$ cat config.mk
export PLATFORM = sky130hd
export DESIGN_NAME = reverse_sequence
export DESIGN_NICKNAME = d
export VERILOG_FILES = /design/src/rtl/reverse_sequence.sv
export SDC_FILE = /design/constraint.sdc
export NUM_CORES = 1
export LEC_CHECK = 0
export BUFFER_PORTS_ARGS = -buffer_cell sky130_fd_sc_hd__buf_2
export CAP_MARGIN = 20
export CORE_MARGIN = 2
export CORE_UTILIZATION = 38
export CTS_CLUSTER_DIAMETER = 40
export DETAILED_ROUTE_END_ITERATION = 6
export PLACE_DENSITY = 0.57
export REMOVE_ABC_BUFFERS = 1
export SKIP_CTS_REPAIR_TIMING = 1
export SYNTH_ARGS = -nofsm -noshare
export SYNTH_HDL_FRONTEND = slang
export SYNTH_SLANG_ARGS = --single-unit
$ cat constraint.sdc
create_clock -name clock -period 4.2 [get_ports clock]
set_input_delay 0 -clock clock [delete_from_list [all_inputs] [get_ports clock]]
set_output_delay 0 -clock clock [all_outputs]
set_load 0.02 [all_outputs]
$ cat src/rtl/reverse_sequence.sv
// Segment reverser: buffers complement bases until a segment ends, then replays
// them newest-first with a one-cycle turnaround and valid/ready flow control.
module reverse_sequence #(
  parameter int DEPTH = 64,
  parameter int AW    = 6
) (
  input  logic          clock,
  input  logic          reset,
  input  logic          write,
  input  logic [7:0]    in_base,
  input  logic          in_last,
  output logic          in_ready,
  output logic          out_valid,
  output logic [7:0]    out_base,
  output logic          out_last,
  input  logic          out_ready,
  output logic [AW:0]   seg_len,
  output logic          bad_seen
);

  // state   | meaning
  // S_FILL  | accepting bases into the stack
  // S_DRAIN | emitting stored bases newest-first
  typedef enum logic {S_FILL, S_DRAIN} state_t;

  localparam logic [7:0]  LP_BAD_CODE = 8'hF1;
  localparam logic [7:0]  LP_IDLE     = 8'h1F;
  localparam logic [AW:0] LP_FULL     = (AW+1)'(DEPTH - 1);

  state_t        r_state;
  state_t        w_state_next;
  logic [7:0]    r_mem [DEPTH];
  logic [AW:0]   r_count;
  logic [AW-1:0] r_rd_ptr;
  logic          r_out_valid;
  logic          r_out_last;
  logic [7:0]    r_out_base;
  logic [AW:0]   r_seg_len;
  logic          r_bad_seen;
  logic          r_bad_acc;

  logic          w_accept;
  logic          w_seg_end;
  logic          w_xfer;
  logic          w_done;
  logic [AW-1:0] w_wr_ptr;
  logic [AW-1:0] w_rd_next;
  logic          w_in_bad;

  assign w_accept  = write && (r_state == S_FILL);
  assign w_seg_end = w_accept && (in_last || (r_count == LP_FULL));
  assign w_xfer    = r_out_valid && out_ready;
  assign w_done    = w_xfer && r_out_last;
  assign w_wr_ptr  = r_count[AW-1:0];
  assign w_rd_next = r_rd_ptr - 1'b1;
  assign w_in_bad  = (in_base == LP_BAD_CODE);

  always_ff @(posedge clock or posedge reset) begin
    if (reset) r_state <= S_FILL;
    else       r_state <= w_state_next;
  end

  always_comb begin
    w_state_next = r_state;
    case (r_state)
      S_FILL:  if (w_seg_end) w_state_next = S_DRAIN;
      S_DRAIN: if (w_done)    w_state_next = S_FILL;
      default: w_state_next = S_FILL;
    endcase
  end

  // Storage is never cleared; the count alone defines what is valid.
  always_ff @(posedge clock) begin
    if (w_accept) r_mem[w_wr_ptr] <= in_base;
  end

  always_ff @(posedge clock or posedge reset) begin
    if (reset) begin
      r_count     <= '0;
      r_rd_ptr    <= '0;
      r_out_valid <= 1'b0;
      r_out_last  <= 1'b0;
      r_out_base  <= LP_IDLE;
      r_seg_len   <= '0;
      r_bad_seen  <= 1'b0;
      r_bad_acc   <= 1'b0;
    end else begin
      if (w_accept) begin
        r_count <= r_count + 1'b1;
        if (w_seg_end) begin
          // Newest base bypasses the stack so it appears one cycle after its write.
          r_out_valid <= 1'b1;
          r_out_base  <= in_base;
          r_out_last  <= (r_count == '0);
          r_rd_ptr    <= w_wr_ptr;
          r_seg_len   <= r_count + 1'b1;
          r_bad_seen  <= r_bad_acc || w_in_bad;
          r_bad_acc   <= 1'b0;
        end else if (w_in_bad) begin
          r_bad_acc <= 1'b1;
        end
      end
      if (w_xfer) begin
        if (r_out_last) begin
          r_count     <= '0;
          r_out_valid <= 1'b0;
          r_out_last  <= 1'b0;
          r_out_base  <= LP_IDLE;
        end else begin
          r_rd_ptr   <= w_rd_next;
          r_out_base <= r_mem[w_rd_next];
          r_out_last <= (w_rd_next == '0);
        end
      end
    end
  end

  assign in_ready  = (r_state == S_FILL);
  assign out_valid = r_out_valid;
  assign out_base  = r_out_base;
  assign out_last  = r_out_last;
  assign seg_len   = r_seg_len;
  assign bad_seen  = r_bad_seen;

endmodule

==> summary.txt <==
Outcome
  – Status: finished, final reports clean

Pwr
  – Switching portion of total power: 32.6%
  – Net Sw Power: 5860 uW
  – Total power: 18000 uW
  – Worst vdd ir: 0.582 mV
  – Internal: 12100 uW
  – Pwr dens: 714 mW/mm^2
  – Seq pwr share: 35.6%
  – Logic pwr share: 30.9%
  – Clock power frac: 33.5%
  – Static Leak: 0.00803 uW

Min path
  – HP Class: in2async

STA
  – Tightest Pin Transition: 0.972 ns
  – Final Critical Period: 3.15 ns
  – # setup viols final: 0
  – Slew headroom: 34.9%
  – Final period utilization: 75.1%
  – Final clock skew: 0.0169 ns
  – Fmax: 0.317 GHz
  – Hold slack: 0.0450 ns
  – Final Max Slew Viols: 0
  – Final hold viol count: 0
  – RSZ-0062 raised after global routing: no

Logic synthesis
  – Share of the synthesized area in the top cell type: 71.2%
  – Count leader, synth: edfxtp_1
  – #FFs+latches synth: 545
  – Mapped Area: 0.0216 sq mm
  – Cell taking the most area after synthesis: edfxtp_1
  – EDFF count, synth: 512
  – Synth top cells by count: edfxtp_1, mux4_2, nor2_1, nand2_1, dfrtp_1
  – Primary FF master, synth: edfxtp_1
  – Post-synth cell types: 52
  – Sequential fraction of the synthesis area: 75.0%
  – Mapped Cells: 1092
  – Synth area leaders: edfxtp_1, mux4_2, dfrtp_1
  – Syn. warnings: 0
  – Asr flop ratio synth: 6.06%
  – Syn avg cell area: 19.8 sq um

Placed design
  – RePlAce Congestion: 0.822
  – Port Buf Inserts: 31
  – Detailed placer's ending HPWL: 31.5 mm

Critical path
  – Crit path required time: 4.73 ns
  – Cell breakdown of the critical path: inv_1 -> ha_4 -> nor3b_1 -> xnor2_1 -> and2_1 -> nand2_4 -> a2111oi_0 -> a21oi_1 -> a32o_1
  – Crit Path Category: reg2reg
  – Critical path startpoint category: flip-flop
  – Crit path DAT: 3.68 ns
  – CP max-delay cell: dfrtp_4
  – Critical Path Fanout Max: 20
  – Reg2reg end: out_base[4]
  – Reg2reg setup slack: 1.05 ns
  – Reg2Reg Launch Point: r_rd_ptr[0]
  – Worst Reg-to-Reg Cells: 9
  – Critical Path Max Stage Delay: 0.64 ns
  – Worst Setup SP: r_rd_ptr[0]
  – Top Family by Delay on Critical Path: simple AND/OR/NAND/NOR gates
  – Buf/Inv on CP: 1
  – Worst setup EP type: flip-flop

Floorplanning
  – Starting Density: 38.4%
  – Die Span Y: 242 um
  – Die ar.: 0.0588 sq mm
  – Row count: 87
  – # IOs: 32
  – Core region area: 0.0563 sq mm
  – Die Width: 242 um

Clock tree
  – Clock Latency Late Sink: 0.60 ns
  – CTS tree: yes
  – CTS Sinks: 545
  – Clock root cell: clkbuf_16
  – Clk buf depth: 3
  – H-tree levels: 3
  – Total CTS buffers: 72
  – Clk slew on worst S/H paths: 0.06 ns

Finish
  – Nets: 1199
  – Layout cells sized above 1: 27.9%
  – Area delta synth->final: 16.6%
  – Ant. Diodes: 0

Global route
  – Global-route usage over all layers: 17.8%
  – Vias in the first global route: 11000
  – Largest net degree at the start of global routing: 80
  – Gr ovfl total: 0
  – First-pass GRT wire length: 76.6 mm
  – Antenna violations before repair: 0

Drt
  – # DRC: 0
  – Vias post-DR: 10900
  – Final ANT Viol Nets: 0
  – Routed WL: 51.5 mm
  – Pre-antenna DRT Iters: 7
  – Avg WL per Cell: 25.8 um
  – Drt first-iter violations: 1073
  – Vias per cell: 5.45

Job
  – Total of max-cap violations: 0
==> cells by family (layout without fill, tap and decap cells) <==
group / count (synthesis) / after routing / synth area share [%]
multiplexers: 148 / 148 / 15.4
XOR/XNOR: 14 / 14 / 0.654
flip-flops: 545 / 545 / 75.0
adder cells (fa/ha/maj): 4 / 4 / 0.232
AO/OA/AOI/OAI: 72 / 72 / 2.13
buffers and inverters: 62 / 208 / 1.62
AND/OR/NAND/NOR: 247 / 247 / 5.00
==> layer usage <==
layer / wire, um / global-route usage, %
met1: 23100 / 26.0
met2: 24400 / 27.3
met5: 0 / 0
met4: 1160 / 5.85
met3: 2870 / 3.02
==> how the worst max path moves through the flow <==
stage                     cells after the start  slack [ns]     endpoint
after floorplan                               7       -5.40  out_base[5]
after global placement                        8        1.07  out_base[2]
after detailed placement                      8        1.07  out_base[3]
after CTS                                     8        1.05  out_base[2]
after global routing                          9        0.85  out_base[1]
final                                         9        1.05  out_base[4]
==> state kept, by name (all words and copies together) (netlist names) <==
name       count
r_bad_acc      1
seg_len        7
bad_seen       1
r_mem        512
r_rd_ptr       6
r_count        7
r_state        1
out_valid      1
out_last       1
out_base       8
==> final cells by class <==
type | count | area (sq um)
fillers | 4775 | 31100
flip-flops and latches | 545 | 16200
multi-input cells | 485 | 5120
clock buffers | 84 | 1890
well taps | 756 | 946
repair buffers | 71 | 503
clock inverters | 46 | 492
inverters | 7 | 26.3
==> per-stage QoR <==
step / cells / instance area [sq um] / utilization (%) / setup slack, ns / setup TNS [ns]
2_1_floorplan: 1037 / 21300 / - / -5.40 / -59.54
3_3_place_gp: 1857 / 22700 / 40.4 / 1.07 / 0
3_5_place_dp: 1858 / 22700 / 40.4 / 1.07 / 0
4_1_cts: 1988 / 25100 / 44.6 / 1.05 / 0
5_1_grt: 1994 / 25200 / 44.7 / 0.849 / 0
6_report: 1994 / 25200 / 44.7 / 1.05 / 0
==> worst reg2reg max path, cell delays in order, from the launching register on <==
cell	delay [ns]
dfrtp_4	0.64
inv_1	0.19
ha_4	0.19
nor3b_1	0.42
xnor2_1	0.35
and2_1	0.39
nand2_4	0.14
a2111oi_0	0.35
a21oi_1	0.14
a32o_1	0.28
==> cell usage in the layout, fill, tap and decap left out, types with 3 or more instances in the layout <==
| cell type | count |
|---|---|
| clkbuf_1 | 10 |
| dfrtp_1 | 27 |
| inv_6 | 7 |
| inv_8 | 6 |
| dfstp_2 | 5 |
| a21oi_1 | 22 |
| clkinv_4 | 9 |
| a2111oi_0 | 4 |
| nand3_1 | 11 |
| clkinvlp_4 | 6 |
| nor2_1 | 141 |
| o21ai_0 | 12 |
| mux4_2 | 143 |
| a32o_1 | 4 |
| nand4_1 | 4 |
| bufinv_16 | 4 |
| inv_1 | 7 |
| o22ai_1 | 5 |
| mux4_1 | 3 |
| xor2_1 | 5 |
| nand2b_1 | 3 |
| and2_0 | 3 |
| nand2_1 | 53 |
| buf_2 | 31 |
| nor3_1 | 7 |
| edfxtp_1 | 512 |
| ha_1 | 3 |
| dlygate4sd3_1 | 6 |
| clkbuf_16 | 74 |
| and2_1 | 3 |
| clkinv_1 | 3 |
| xnor2_1 | 5 |
| clkinv_2 | 7 |
| a31oi_1 | 11 |
| and3_1 | 4 |
| buf_4 | 31 |
==> power by group through the flow <==
stage	registers (uW)	logic, uW	clock network, uW
floorplan	6730	3590	0
global placement	6510	5580	0
detailed placement	6510	5630	0
CTS	6400	5650	6120
global route	6430	5910	6350
finish	6400	5560	6020
No activity file was read; power rests on OpenSTA's default activity.
